===== config.mk =====
export PLATFORM = sky130hd
export DESIGN_NAME = pwm_scheduler
export DESIGN_NICKNAME = d
export VERILOG_FILES = /design/src/rtl/pwm_scheduler.sv
export SDC_FILE = /design/constraint.sdc
export NUM_CORES = 1
export LEC_CHECK = 0
export BUFFER_PORTS_ARGS = -buffer_cell sky130_fd_sc_hd__clkbuf_2
export CAP_MARGIN = 0
export CORE_UTILIZATION = 45
export DETAILED_ROUTE_END_ITERATION = 6
export PLACE_DENSITY = 0.69
export SYNTH_ARGS = -nofsm -noshare
export SYNTH_HDL_FRONTEND = slang
export SYNTH_SLANG_ARGS = --single-unit

===== constraint.sdc =====
create_clock -name clk -period 2 [get_ports clk]
set_clock_uncertainty 0.15 [all_clocks]
set_input_delay 0.3 -clock clk [delete_from_list [all_inputs] [get_ports clk]]
set_output_delay 0.3 -clock clk [all_outputs]
set_load 0.05 [all_outputs]

===== src/rtl/pwm_scheduler.sv =====
// pwm_scheduler
//   Drives 16 channel outputs from the SPI-written configuration: output
//   enables, PWM selects and one shared duty value. A prescaled 8-bit period
//   counter generates the PWM. Each channel can take a fixed phase offset so
//   that switching edges are spread out. All configuration goes through shadow
//   registers that load only at a period boundary. An SPI write therefore
//   never truncates or stretches a pulse.
//
// Parameters
//   PRESCALE    clk cycles per PWM counter tick (1..65535)
//   PHASE_STEP  per-channel counter offset; channel i uses (i*PHASE_STEP) mod 256
//
// Ports
//   clk              system clock (same domain as the SPI register file)
//   rst_n            asynchronous active-low reset
//   en_reg_out_7_0   output enable, channels 7..0
//   en_reg_out_15_8  output enable, channels 15..8
//   en_reg_pwm_7_0   PWM select, channels 7..0
//   en_reg_pwm_15_8  PWM select, channels 15..8
//   pwm_duty_cycle   shared duty; 0x00 = always low, 0xFF = always high
//   out              registered channel outputs, bit i = channel i
//   period_start     one-cycle pulse in the cycle the global counter reads 0
//                    after a wrap
module pwm_scheduler #(
  parameter int unsigned PRESCALE   = 3000,
  parameter int unsigned PHASE_STEP = 0
) (
  input  logic        clk,
  input  logic        rst_n,
  input  logic [7:0]  en_reg_out_7_0,
  input  logic [7:0]  en_reg_out_15_8,
  input  logic [7:0]  en_reg_pwm_7_0,
  input  logic [7:0]  en_reg_pwm_15_8,
  input  logic [7:0]  pwm_duty_cycle,
  output logic [15:0] out,
  output logic        period_start
);

  localparam logic [15:0] PRE_LAST = 16'(PRESCALE - 1);

  logic [15:0] pre;
  logic        tick;
  logic [7:0]  cnt;
  logic        wrap;
  logic        init;
  logic        load;

  logic [15:0] sh_en_out;
  logic [15:0] sh_en_pwm;
  logic [7:0]  sh_duty;

  logic [7:0]  ccnt [16];
  logic [15:0] pwm_lvl;
  logic [15:0] out_next;

  // With PRESCALE = 1, PRE_LAST is 0 and pre never leaves 0, so tick stays high.
  assign tick = (pre == PRE_LAST);
  assign wrap = tick && (cnt == 8'hFF);

  // init loads the shadows on the first edge after reset release. This makes
  // the configuration live without waiting a full period after power-up.
  assign load = wrap || init;

  always_ff @(posedge clk or negedge rst_n) begin
    if (!rst_n) begin
      pre <= '0;
    end else if (tick) begin
      pre <= '0;
    end else begin
      pre <= pre + 16'd1;
    end
  end

  always_ff @(posedge clk or negedge rst_n) begin
    if (!rst_n) begin
      cnt <= '0;
    end else if (tick) begin
      cnt <= cnt + 8'd1;
    end
  end

  always_ff @(posedge clk or negedge rst_n) begin
    if (!rst_n) begin
      init <= 1'b1;
    end else begin
      init <= 1'b0;
    end
  end

  always_ff @(posedge clk or negedge rst_n) begin
    if (!rst_n) begin
      sh_en_out <= '0;
      sh_en_pwm <= '0;
      sh_duty   <= '0;
    end else if (load) begin
      sh_en_out <= {en_reg_out_15_8, en_reg_out_7_0};
      sh_en_pwm <= {en_reg_pwm_15_8, en_reg_pwm_7_0};
      sh_duty   <= pwm_duty_cycle;
    end
  end

  // The phase offsets are elaboration-time constants. Each channel needs
  // only one 8-bit adder, and that adder wraps naturally.
  for (genvar g = 0; g < 16; g++) begin : g_phase
    localparam logic [7:0] PHASE_OFS = 8'((g * PHASE_STEP) % 256);
    assign ccnt[g] = cnt + PHASE_OFS;
  end

  always_comb begin
    pwm_lvl  = '0;
    out_next = '0;
    for (int i = 0; i < 16; i++) begin
      // 0xFF is forced fully high. Without this, the ccnt = 255 slot would
      // produce a one-tick low.
      pwm_lvl[i]  = (sh_duty == 8'hFF) || (ccnt[i] < sh_duty);
      out_next[i] = sh_en_out[i] && (!sh_en_pwm[i] || pwm_lvl[i]);
    end
  end

  always_ff @(posedge clk or negedge rst_n) begin
    if (!rst_n) begin
      out          <= '0;
      period_start <= 1'b0;
    end else begin
      out          <= out_next;
      period_start <= wrap;
    end
  end

endmodule


# Word level (Yosys, flattened, before mapping)
# Cells that the tools add are included.
# W data, S select, Z words.
[totals]
regBits = 82
word_cells = 66
out_inout_bits = 17
[op_classes]
order_cmp = 1
n_mux = 1
addsub = 2
eq_ne = 3
reduce_logical = 51
[ops]
columns = ["cell", "count"]
rows = [
  ["$logic_or A1 B1 Y1", 18],
  ["$logic_and A1 B1 Y1", 17],
  ["$add A16 B1 Y16 const B", 1],
  ["$eq A16 B12 Y1 const B", 1],
  ["$eq A8 B8 Y1 const B", 2],
  ["$logic_not A1 Y1", 16],
  ["$mux W16", 1],
  ["$add A8 B1 Y8 const B", 1],
  ["$lt A8 B8 Y1", 1],
]

# Longest topological paths before layout
# Gate-level depths: netlist of run 1.
[depth]
depth_word = 4
depth_mapped = 7
mapped_depth_nobuf = 6

# Worst setup path after synthesis of run 1
# Ideal clock, no wire load.
[synth_timing]
path_kind = "register -> register"
start = "register cnt[6]"
end = "register out[0]"
path_buffers = 1
stages_incl_launch_ff = 7
arrival_time_ns = 1.765
t_required_ns = 1.715
path_slack_ns = -0.050
path_cell_list = "dfrtp_1 > ha_1 > and4_1 > o21ai_0 > o32ai_1 > clkbuf_1 > a21boi_0"
[synth_via]
elab_chain_cells = 4
[synth_rtl]
columns = ["item", "line", "rtl"]
rows = [
  ["start: declaration", "43", "logic [7:0] cnt;"],
  ["start signal: assignment", "78", "cnt <= cnt + 8'd1;"],
  ["$lt A8 B8 Y1", "115", "pwm_lvl[i] = (sh_duty == 8'hFF) || (ccnt[i] < sh_duty);"],
  ["$logic_or A1 B1 Y1", "115", ""],
  ["$logic_or A1 B1 Y1", "116", "out_next[i] = sh_en_out[i] && (!sh_en_pwm[i] || pwm_lvl[i]);"],
  ["$logic_and A1 B1 Y1", "116", ""],
  ["net out_next[0]", "54", "logic [15:0] out_next;"],
  ["end signal: assignment", "125", "out <= out_next;"],
  ["end: declaration", "35", "output logic [15:0] out,"],
]
# The timed path passes the listed nets, and every way through them passes these cells.
# A chain may end at the register's enable or synchronous reset.

# Final worst setup path of run 1
[layout_timing]
start = "register sh_duty[7]"
end = "register out[8]"
[layout_via]
elab_chain_cells = 4
elab_cells_between_ends = 5
classes_between = "order compare (1); eq/ne (1); reduce/logical (3)"
[layout_rtl]
columns = ["item", "line", "rtl"]
rows = [
  ["start: declaration", "50", "logic [7:0] sh_duty;"],
  ["start signal: assignment", "98", "sh_duty <= pwm_duty_cycle;"],
  ["$lt A8 B8 Y1 / $eq A8 B8 Y1 (equally long branches)", "115", ""],
  ["$logic_or A1 B1 Y1 (*)", "115", ""],
  ["$logic_or A1 B1 Y1 (*)", "116", ""],
  ["$logic_and A1 B1 Y1 (*)", "116", ""],
  ["net out_next[8]", "54", ""],
]
# Mark *: on every way through the listed nets, which the timed path passes. The rest lies on a longest branch.

==> flow_summary_export.csv, run 1 <==
group,metric,value,unit
die,io_pins,59,
synth,synthFlopType,"dfrtp_1",
clock_tree,cts_tree,"yes",
synth,yosys_warnings,0,
sta,slew_viol_final,0,
min_path,hp-class,"in -> reg",
placed_design,port-buffer-count,58,
detailed_routing,drc,0,
sta,setup_viol,0,
sta,finalSetupTns,0,ns
synth,syn-cell-area,3560,um^2
power,powerDensity,804,nW/um^2
placed_design,pre_cts_slack,-0.0167,ns
synth,syn_nets,300,
detailed_routing,wl_per_cell,14.8,um
power,p_leak,2.22,nW
setup_path,crit_start,"sh_duty[7]",
setup_path,worstPathRequired,2.09,ns
status,status,"finished clean",
power,ir_drop,0.501,mV
detailed_routing,drt_iter0_markers,95,
setup_path,critPathKind,"reg -> reg",
min_path,min_to,"sh_en_out[6]",
grt,grt_max_degree,42,
setup_path,r2r-end,"out[8]",
clock_tree,clock_latency,0.35,ns
detailed_routing,via_per_inst,4.99,
min_path,min_path_cells,2,
setup_path,r2r_cells,8,
grt,grt_pass1_wl,11100,um
min_path,min_from,"en_reg_out_7_0[6]",
cells_and_area,layout-drive-gt1-share,44.7,%
synth,yosysUniqueCellTypes,37,
clock_tree,cts_sinks,82,
cells_and_area,syn2layout_area_growth,24.7,%
grt,track_usage,17.5,%
synth,async_flop_share,100,%
cells_and_area,layout_common_cells,"81 x dfrtp_1, 57 x clkbuf_2, 40 x mux2_4",
setup_path,critPathLaunchType,"flop",
sta,final.period_utilization,97.6,%
detailed_routing,dr_total_vias,2204,
power,power.total,3.58,mW
detailed_routing,dr.pass1.iters,4,
cells_and_area,final_common_cell,"dfrtp_1",
sta,rsz0062_at_grt,"false",
cells_and_area,fin_nets,386,
cells_and_area,n_antenna_cell,0,
die,die_area,8280,um^2
clock_tree,clkTransAtPathRegs,0.09,ns
die,die_width,91,um
die,start_util,46.4,%
clock_tree,clk_path_buf_depth,2,
setup_path,r2r_slack,0.05,ns
sta,min_period,1.95,ns
setup_path,end_kind,"flop",
placed_design,hpwl,4490,um
setup_path,cp_max_fo,8,
sta,timing.fmax,512,MHz
grt,antenna_found_initial,0,
synth,synth_edf_count,0,
clock_tree,cts_root_buf,"clkbuf_8",
synth,ys_seq_elements,82,
synth,syn_inst,249,
run,maxCapViolCount,0,
detailed_routing,ant_nets,0,
setup_path,r2r_start,"sh_duty[7]",
clock_tree,cts_buffers,9,
die,row_count,32,
grt,grt_pass1_vias,2263,
grt,overflow,0,
placed_design,place_congestion,0.773,
die,die_height,91,um
setup_path,critical_path_arrival,2.04,ns
synth,avgSynthCellArea,14.3,um^2
sta,worst_slack,0.0485,ns
die,core_area,7690,um^2
synth,ys_seq_area_share,57.6,%
detailed_routing,wl,6540,um
sta,hold_viol_final,0,
clock_tree,htreeDepth,3,
==> critical path, stage by stage, from the launching register on <==
cell and delay (ns):
dfrtp_1 0.39, inv_1 0.09, ha_4 0.28, and4_1 0.19
o21ai_1 0.08, o32ai_2 0.25, buf_4 0.17, buf_6 0.13
a21boi_0 0.10
==> flip-flops by register name, indices dropped and copies added (netlist names) <==
name and flops:
cnt 8, out 16, period_start 1, pre 16, sh_duty 8, sh_en_out 16, sh_en_pwm 16, init 1
==> Yosys cell counts, drive strengths merged, types with 2 or more instances <==
cell type | number | area, um^2
o21ai | 2 | 10.0
clkbuf | 4 | 15.0
xnor2 | 10 | 87.6
ha | 9 | 113
and4 | 6 | 53.8
nand4 | 8 | 56.3
xor2 | 9 | 78.8
mux2 | 41 | 612
nor3 | 2 | 10.0
dfrtp | 81 | 2030
inv | 7 | 26.3
a21boi | 16 | 120
nand3 | 7 | 35.0
buf | 5 | 50.0
and3 | 5 | 31.3
nand2 | 8 | 30.0
nor2 | 13 | 48.8
==> power by group <==
group | switching, mW | total [mW] | leakage, nW | internal, mW
Combinational | 0.254 | 0.486 | 1.12 | 0.232
Clock | 0.631 | 1.26 | 0.103 | 0.624
Sequential | 0.0625 | 1.83 | 0.998 | 1.77
==> through the flow <==
stage / area [um^2] / hold slack (ns) / instances / utilization, %
6_report: 4450 / 0.0159 / 442 / 57.8
5_1_grt: 4450 / 0.00172 / 442 / 57.8
4_1_cts: 4350 / 0.00531 / 437 / 56.6
3_5_place_dp: 4130 / 0.0961 / 420 / 53.7
3_3_place_gp: 4130 / 0.0896 / 420 / 53.7
2_1_floorplan: 3570 / -0.146 / 249 / -
==> final cells by class <==
type | instances | area, um^2
fill | 646 | 3240
sequential | 82 | 2050
multi-input combinational | 151 | 1480
timing repair buffer | 84 | 548
clock buffer | 10 | 138
tap | 102 | 128
clock inverter | 6 | 72.6
inverter | 7 | 26.3
==> timing repair <==
item | 4_1_cts | 5_1_grt
hold endpoints to repair | 27 | 0
pin swaps | 0 | 4
cloned | 0 | 1
setup endpoints to repair | 9 | 53
resized for setup | 1 | 16
setup buffers | 0 | 4
hold buffers | 1 | 0
==> worst max path at each step <==
stage | end | slack, ns | cells past startpoint
after floorplan | out[0] | 0.06 | 6
after CTS | sh_en_out[10] | 0.02 | 5
final | out[8] | 0.05 | 8
after global routing | out[4] | 0.007 | 8
after global placement | out[1] | 0.007 | 6
after detailed placement | out[8] | -0.02 | 6
==> per-layer routing <==
| metal | track usage (%) | vias up | share of wire [%] |
|---|---|---|---|
| met5 | 0 | - | 0 |
| met4 | 7.14 | 0 | 1.7 |
| met3 | 5.03 | 11 | 4.3 |
| met2 | 25.6 | 49 | 46 |
| met1 | 24.7 | 1096 | 48 |
| li1 | - | 1048 | - |
==> logic make-up (layout without fill, tap and decap cells) <==
group	Yosys count	in the layout	share of synthesized area, %
AO/OA/AOI/OAI	26	26	5.69
XOR/XNOR	19	19	4.67
adder cells (fa/ha/maj)	9	9	3.16
buffers and inverters	16	107	2.56
flip-flops	82	82	57.6
multiplexers	42	42	17.4
other	1	1	0.105
AND/OR/NAND/NOR	54	54	8.78
(Power assumes the default switching activity.)
==> run 2, diff against run 1 <==
BUFFER_PORTS_ARGS = -buffer_cell sky130_fd_sc_hd__buf_2   (was -buffer_cell sky130_fd_sc_hd__clkbuf_2)
SLEW_MARGIN = 10   (was unset)
==> run 2 against run 1 <==
First-iteration DRC count shrank 58%. Via count shrank 1.8%. Largest power group unchanged. Fmax grew 1.4%. Register-to-register slack gained 0.03 ns. Die area is the same. Highest routed layer unchanged. Final cell count shrank 1.1%. Hold slack gained 0.0051 ns.
==> flow_summary_export.csv, run 2 (synthesis gave the netlist of run 1 again) <==
group,metric,value,unit
cells_and_area,layout-drive-gt1-share,43.3,%
min_path,hp-class,"in -> reg",
sta,relSlewSlack,64.9,%
clock_tree,cts_root_buf,"clkbuf_8",
placed_design,port-buffer-count,58,
setup_path,r2r_slack,0.08,ns
sta,min_period,1.92,ns
detailed_routing,wl,6240,um
sta,finalSetupTns,0,ns
clock_tree,cts_tree,"yes",
power,p_leak,2.19,nW
setup_path,r2r_cells,6,
setup_path,critical_path_arrival,2.01,ns
sta,slew_viol_final,0,
status,status,"finished clean",
sta,worstMarginPinSlew,0.526,ns
power,powerDensity,807,nW/um^2
grt,grt_pass1_vias,2288,
clock_tree,cts_buffers,9,
grt,grt_pass1_wl,10800,um
die,core_area,7690,um^2
placed_design,hpwl,4430,um
die,start_util,46.4,%
min_path,min_from,"en_reg_pwm_15_8[6]",
grt,antenna_found_initial,0,
setup_path,critPathLaunchType,"flop",
min_path,min_to,"sh_en_pwm[14]",
detailed_routing,via_per_inst,4.95,
setup_path,r2r-end,"sh_duty[5]",
setup_path,crit_chain,"ha_2 > and4_4 > nand4_2 > o21ba_4 > buf_12 > mux2_4",
power,ir_drop,0.376,mV
cells_and_area,layout_common_cells,"81 x dfrtp_1, 57 x buf_2, 40 x mux2_4",
detailed_routing,drt_iter0_markers,40,
placed_design,place_congestion,0.763,
setup_path,cp_num_buf_inv,1,
cells_and_area,syn2layout_area_growth,22.7,%
die,die_width,91,um
setup_path,worstPathRequired,2.08,ns
die,die_height,91,um
detailed_routing,ant_nets,0,
clock_tree,htreeDepth,3,
clock_tree,cts_sinks,82,
clock_tree,clk_path_buf_depth,2,
grt,grt_max_degree,40,
detailed_routing,wl_per_cell,14.3,um
run,maxCapViolCount,0,
die,die_area,8280,um^2
clock_tree,clock_latency,0.35,ns
min_path,min_path_cells,2,
cells_and_area,final_common_cell,"dfrtp_1",
setup_path,cp_slowest_cell,"dfrtp_1",
setup_path,end_kind,"flop",
clock_tree,clkTransAtPathRegs,0.09,ns
sta,setup_viol,0,
setup_path,cp_max_fo,12,
cells_and_area,fin_nets,381,
die,io_pins,59,
cells_and_area,n_antenna_cell,0,
grt,overflow,0,
cells_and_area,fillCellCount,650,
detailed_routing,dr.pass1.iters,4,
sta,final.period_utilization,96.2,%
sta,timing.fmax,520,MHz
setup_path,slowest_delay,0.39,ns
setup_path,path_delay_family,"flip-flops",
die,row_count,32,
power,power.total,3.53,mW
grt,track_usage,16.7,%
setup_path,r2r_start,"pre[1]",
setup_path,critPathKind,"reg -> reg",
detailed_routing,dr_total_vias,2164,
detailed_routing,drc,0,
sta,hold_viol_final,0,
-- run 2: cell types whose count changed in the layout (fill, tap and decap cells not counted), sizes merged --
cell	before	now
clkbuf	67	9
clkinvlp	1	0
buf	26	78
inv	9	11
-- run 2: where the power goes --
| part | switching [mW] | internal [mW] |
|---|---|---|
| Combinational | 0.247 | 0.223 |
| Clock | 0.630 | 0.599 |
| Sequential | 0.0615 | 1.77 |
| Total | 0.939 | 2.59 |
-- run 2: worst reg2reg max path: cells and delay by family, from the launching register on --
family                     cells  cell delay [ns]
AOI/OAI and AO/OA              1             0.27
adders and majority gates      1             0.20
and+or+nand+nor                2             0.34
DFF                            1             0.39
muxes                          1             0.31
buffers and inverters          1             0.17
-- run 2: through the flow --
stage	setup slack, ns	area, um^2	hold slack (ns)	std cells	util (%)
floorplan	0.0552	3570	-0.146	249	-
CTS	0.0336	4340	0.00763	435	56.5
detailed placement	0.0389	4130	0.160	418	53.7
global placement	0.0857	4130	0.158	418	53.7
finish	0.0758	4380	0.0209	437	56.9
global route	-0.0326	4380	0.00234	437	56.9
-- run 2: what timing repair did --
| action | 4_1_cts | 5_1_grt |
|---|---|---|
| gates resized for setup | 0 | 6 |
| hold buffers | 1 | 0 |
| endpoints found under the hold margin | 37 | 0 |
| setup endpoints to repair | 0 | 56 |
| setup buffers | 0 | 2 |
-- run 2: layout make-up --
type                            instances  area, um^2  share of cell area (%)
Clock buffer                            9         124                    2.83
Sequential cell                        82        2050                    46.9
Clock inverter                          7        81.3                    1.86
Inverter                                7        26.3                   0.601
Timing Repair Buffer                   79         519                    11.9
Tap cell                              102         128                    2.92
Multi-Input combinational cell        151        1440                    33.0
-- run 2: metal layers --
| layer | routed length, um | GRT usage (%) |
|---|---|---|
| met5 | 0 | 0 |
| met4 | 109 | 6.75 |
| met3 | 280 | 4.27 |
| met2 | 2840 | 25.4 |
| met1 | 3000 | 22.9 |
-- run 2: how the worst max path moves through the flow --
| stage | startpoint | endpoint | slack, ns | cells after the start |
|---|---|---|---|---|
| finish | pre[1] | sh_duty[5] | 0.08 | 6 |
| global route | cnt[7] | out[7] | -0.03 | 6 |
| CTS | sh_duty[1] | out[7] | 0.03 | 6 |
| detailed placement | sh_duty[1] | out[10] | 0.04 | 6 |
| global placement | pre[13] | sh_en_pwm[9] | 0.09 | 5 |
| floorplan | cnt[6] | out[0] | 0.06 | 6 |
==> run 3, diff against run 2 <==
RECOVER_POWER = 100   (was unset)
==> run 3 against run 2 <==
Cell area is essentially flat. Hold slack is essentially flat. Global-route usage is the same. Non-clock buffer count is the same. Routed wire length is essentially flat. Count of clock-buffer cells in the layout is the same. Power is essentially flat. Core utilization is essentially flat. Sequential share of layout area is essentially flat. Final cell count is the same. Largest power group unchanged. Highest routed layer unchanged.
==> flow_summary_export.csv, run 3 (synthesis gave the netlist of run 1 again) <==
group,metric,value,unit
die,die_area,8280,um^2
grt,overflow,0,
setup_path,end_kind,"flop",
cells_and_area,layout_common_cells,"81 x dfrtp_1, 57 x buf_2, 40 x mux2_4",
run,maxCapViolCount,0,
grt,grt_pass1_wl,10800,um
clock_tree,htreeDepth,3,
power,intPower,2.59,mW
sta,timing.fmax,520,MHz
sta,hold_viol_final,0,
power,powerDensity,808,nW/um^2
die,row_count,32,
sta,min_period,1.92,ns
sta,slew_viol_final,0,
setup_path,critPathLaunchType,"flop",
cells_and_area,n_antenna_cell,0,
setup_path,cp_max_fo,12,
detailed_routing,via_per_inst,4.95,
power,ir_drop,0.376,mV
grt,grt_pass1_vias,2288,
detailed_routing,dr_total_vias,2165,
power,power.total,3.53,mW
sta,worstMarginPinSlew,1.02,ns
setup_path,worstPathRequired,2.08,ns
detailed_routing,dr.pass1.iters,4,
setup_path,path_delay_family,"flip-flops",
die,die_height,91,um
cells_and_area,final_common_cell,"dfrtp_1",
clock_tree,clock_latency,0.35,ns
clock_tree,clkTransAtPathRegs,0.09,ns
sta,relSlewSlack,31.9,%
clock_tree,cts_tree,"yes",
die,die_width,91,um
placed_design,place_area,4130,um^2
power,p_leak,2.19,nW
setup_path,crit_chain,"ha_2 > and4_4 > nand4_2 > o21ba_4 > buf_12 > mux2_4",
placed_design,place_inst,418,
detailed_routing,wl_per_cell,14.3,um
detailed_routing,drt_iter0_markers,35,
placed_design,place_congestion,0.763,
cells_and_area,finish.utilization,56.9,%
power,combPwrFrac,13.3,%
setup_path,cp_num_buf_inv,1,
detailed_routing,drc,0,
setup_path,critical_path_arrival,2.01,ns
cells_and_area,fin_cells,437,
grt,grt_max_degree,40,
die,start_util,46.4,%
grt,track_usage,16.7,%
power,power_frac_seq,51.9,%
sta,setup_viol,0,
placed_design,port-buffer-count,58,
detailed_routing,ant_nets,0,
detailed_routing,wl,6240,um
clock_tree,cts_root_buf,"clkbuf_8",
min_path,hp-class,"in -> reg",
cells_and_area,fin_area,4370,um^2
cells_and_area,syn2layout_area_growth,22.7,%
power,power_frac_clock,34.8,%
status,status,"finished clean",
setup_path,critPathKind,"reg -> reg",
placed_design,pre_cts_slack,0.0389,ns
sta,worst_slack,0.0761,ns
cells_and_area,fin_nets,381,
clock_tree,cts_buffers,9,
placed_design,hpwl,4430,um
clock_tree,cts_sinks,82,
clock_tree,clk_path_buf_depth,2,
setup_path,cp_slowest_cell,"dfrtp_1",
die,core_area,7690,um^2
power,swShare,26.6,%
sta,final.period_utilization,96.2,%
cells_and_area,layout-drive-gt1-share,43.3,%
setup_path,slowest_delay,0.39,ns
power,p_sw,0.939,mW
grt,antenna_found_initial,0,
die,io_pins,59,
[run 3: changes by cell type in the layout (fill, tap and decap cells not counted), sizes merged]
cell,previous run,this run
buf,78,77
clkbuf,9,10
[run 3: final cells by class]
type	instances	area, um^2
fill	651	3310
multi-input combinational	151	1440
inverter	7	26.3
sequential	82	2050
tap	102	128
clock inverter	7	81.3
timing repair buffer	79	517
clock buffer	9	124
[run 3: through the flow]
step	setup TNS [ns]	hold slack, ns
after floorplan	0	-0.146
after global placement	0	0.158
after detailed placement	0	0.160
after CTS	0	0.00763
after global routing	-0.265	0.00234
final	0	0.0209
[run 3: power by group through the flow]
stage / combinational, mW / sequential (mW) / clock, mW
floorplan: 0.202 / 1.96 / 0
global placement: 0.460 / 1.86 / 0
detailed placement: 0.473 / 1.87 / 0
CTS: 0.474 / 1.83 / 1.26
global route: 0.509 / 1.85 / 1.33
finish: 0.470 / 1.83 / 1.23
[run 3: timing repair]
| action | in CTS | in global routing |
|---|---|---|
| hold endpoints to repair | 37 | 0 |
| resized for setup | 0 | 6 |
| hold buffers | 1 | 0 |
| buffers inserted | 0 | 2 |
| endpoints found under the setup margin | 0 | 56 |
[run 3: path summary, 6_finish.rpt]
check / from / to / slack (ns) / cells after the start
max: pre[1] / sh_duty[5] / 0.08 / 6
min: en_reg_pwm_15_8[6] / sh_en_pwm[14] / 0.02 / 2
max reg2reg: pre[1] / sh_duty[5] / 0.08 / 6
min reg2reg: sh_en_pwm[12] / out[12] / 0.31 / 1
max in group asynchronous: rst_n / init / 0.46 / 3
min in group asynchronous: rst_n / cnt[6] / 0.51 / 2
[run 3: routing by layer]
metal / vias up / part of all wire (%) / GRT usage, %
met4: 0 / 1.7 / 6.75
li1: 1044 / - / -
met5: - / 0 / 0
met3: 11 / 4.5 / 4.27
met1: 1068 / 48 / 22.9
met2: 42 / 46 / 25.4
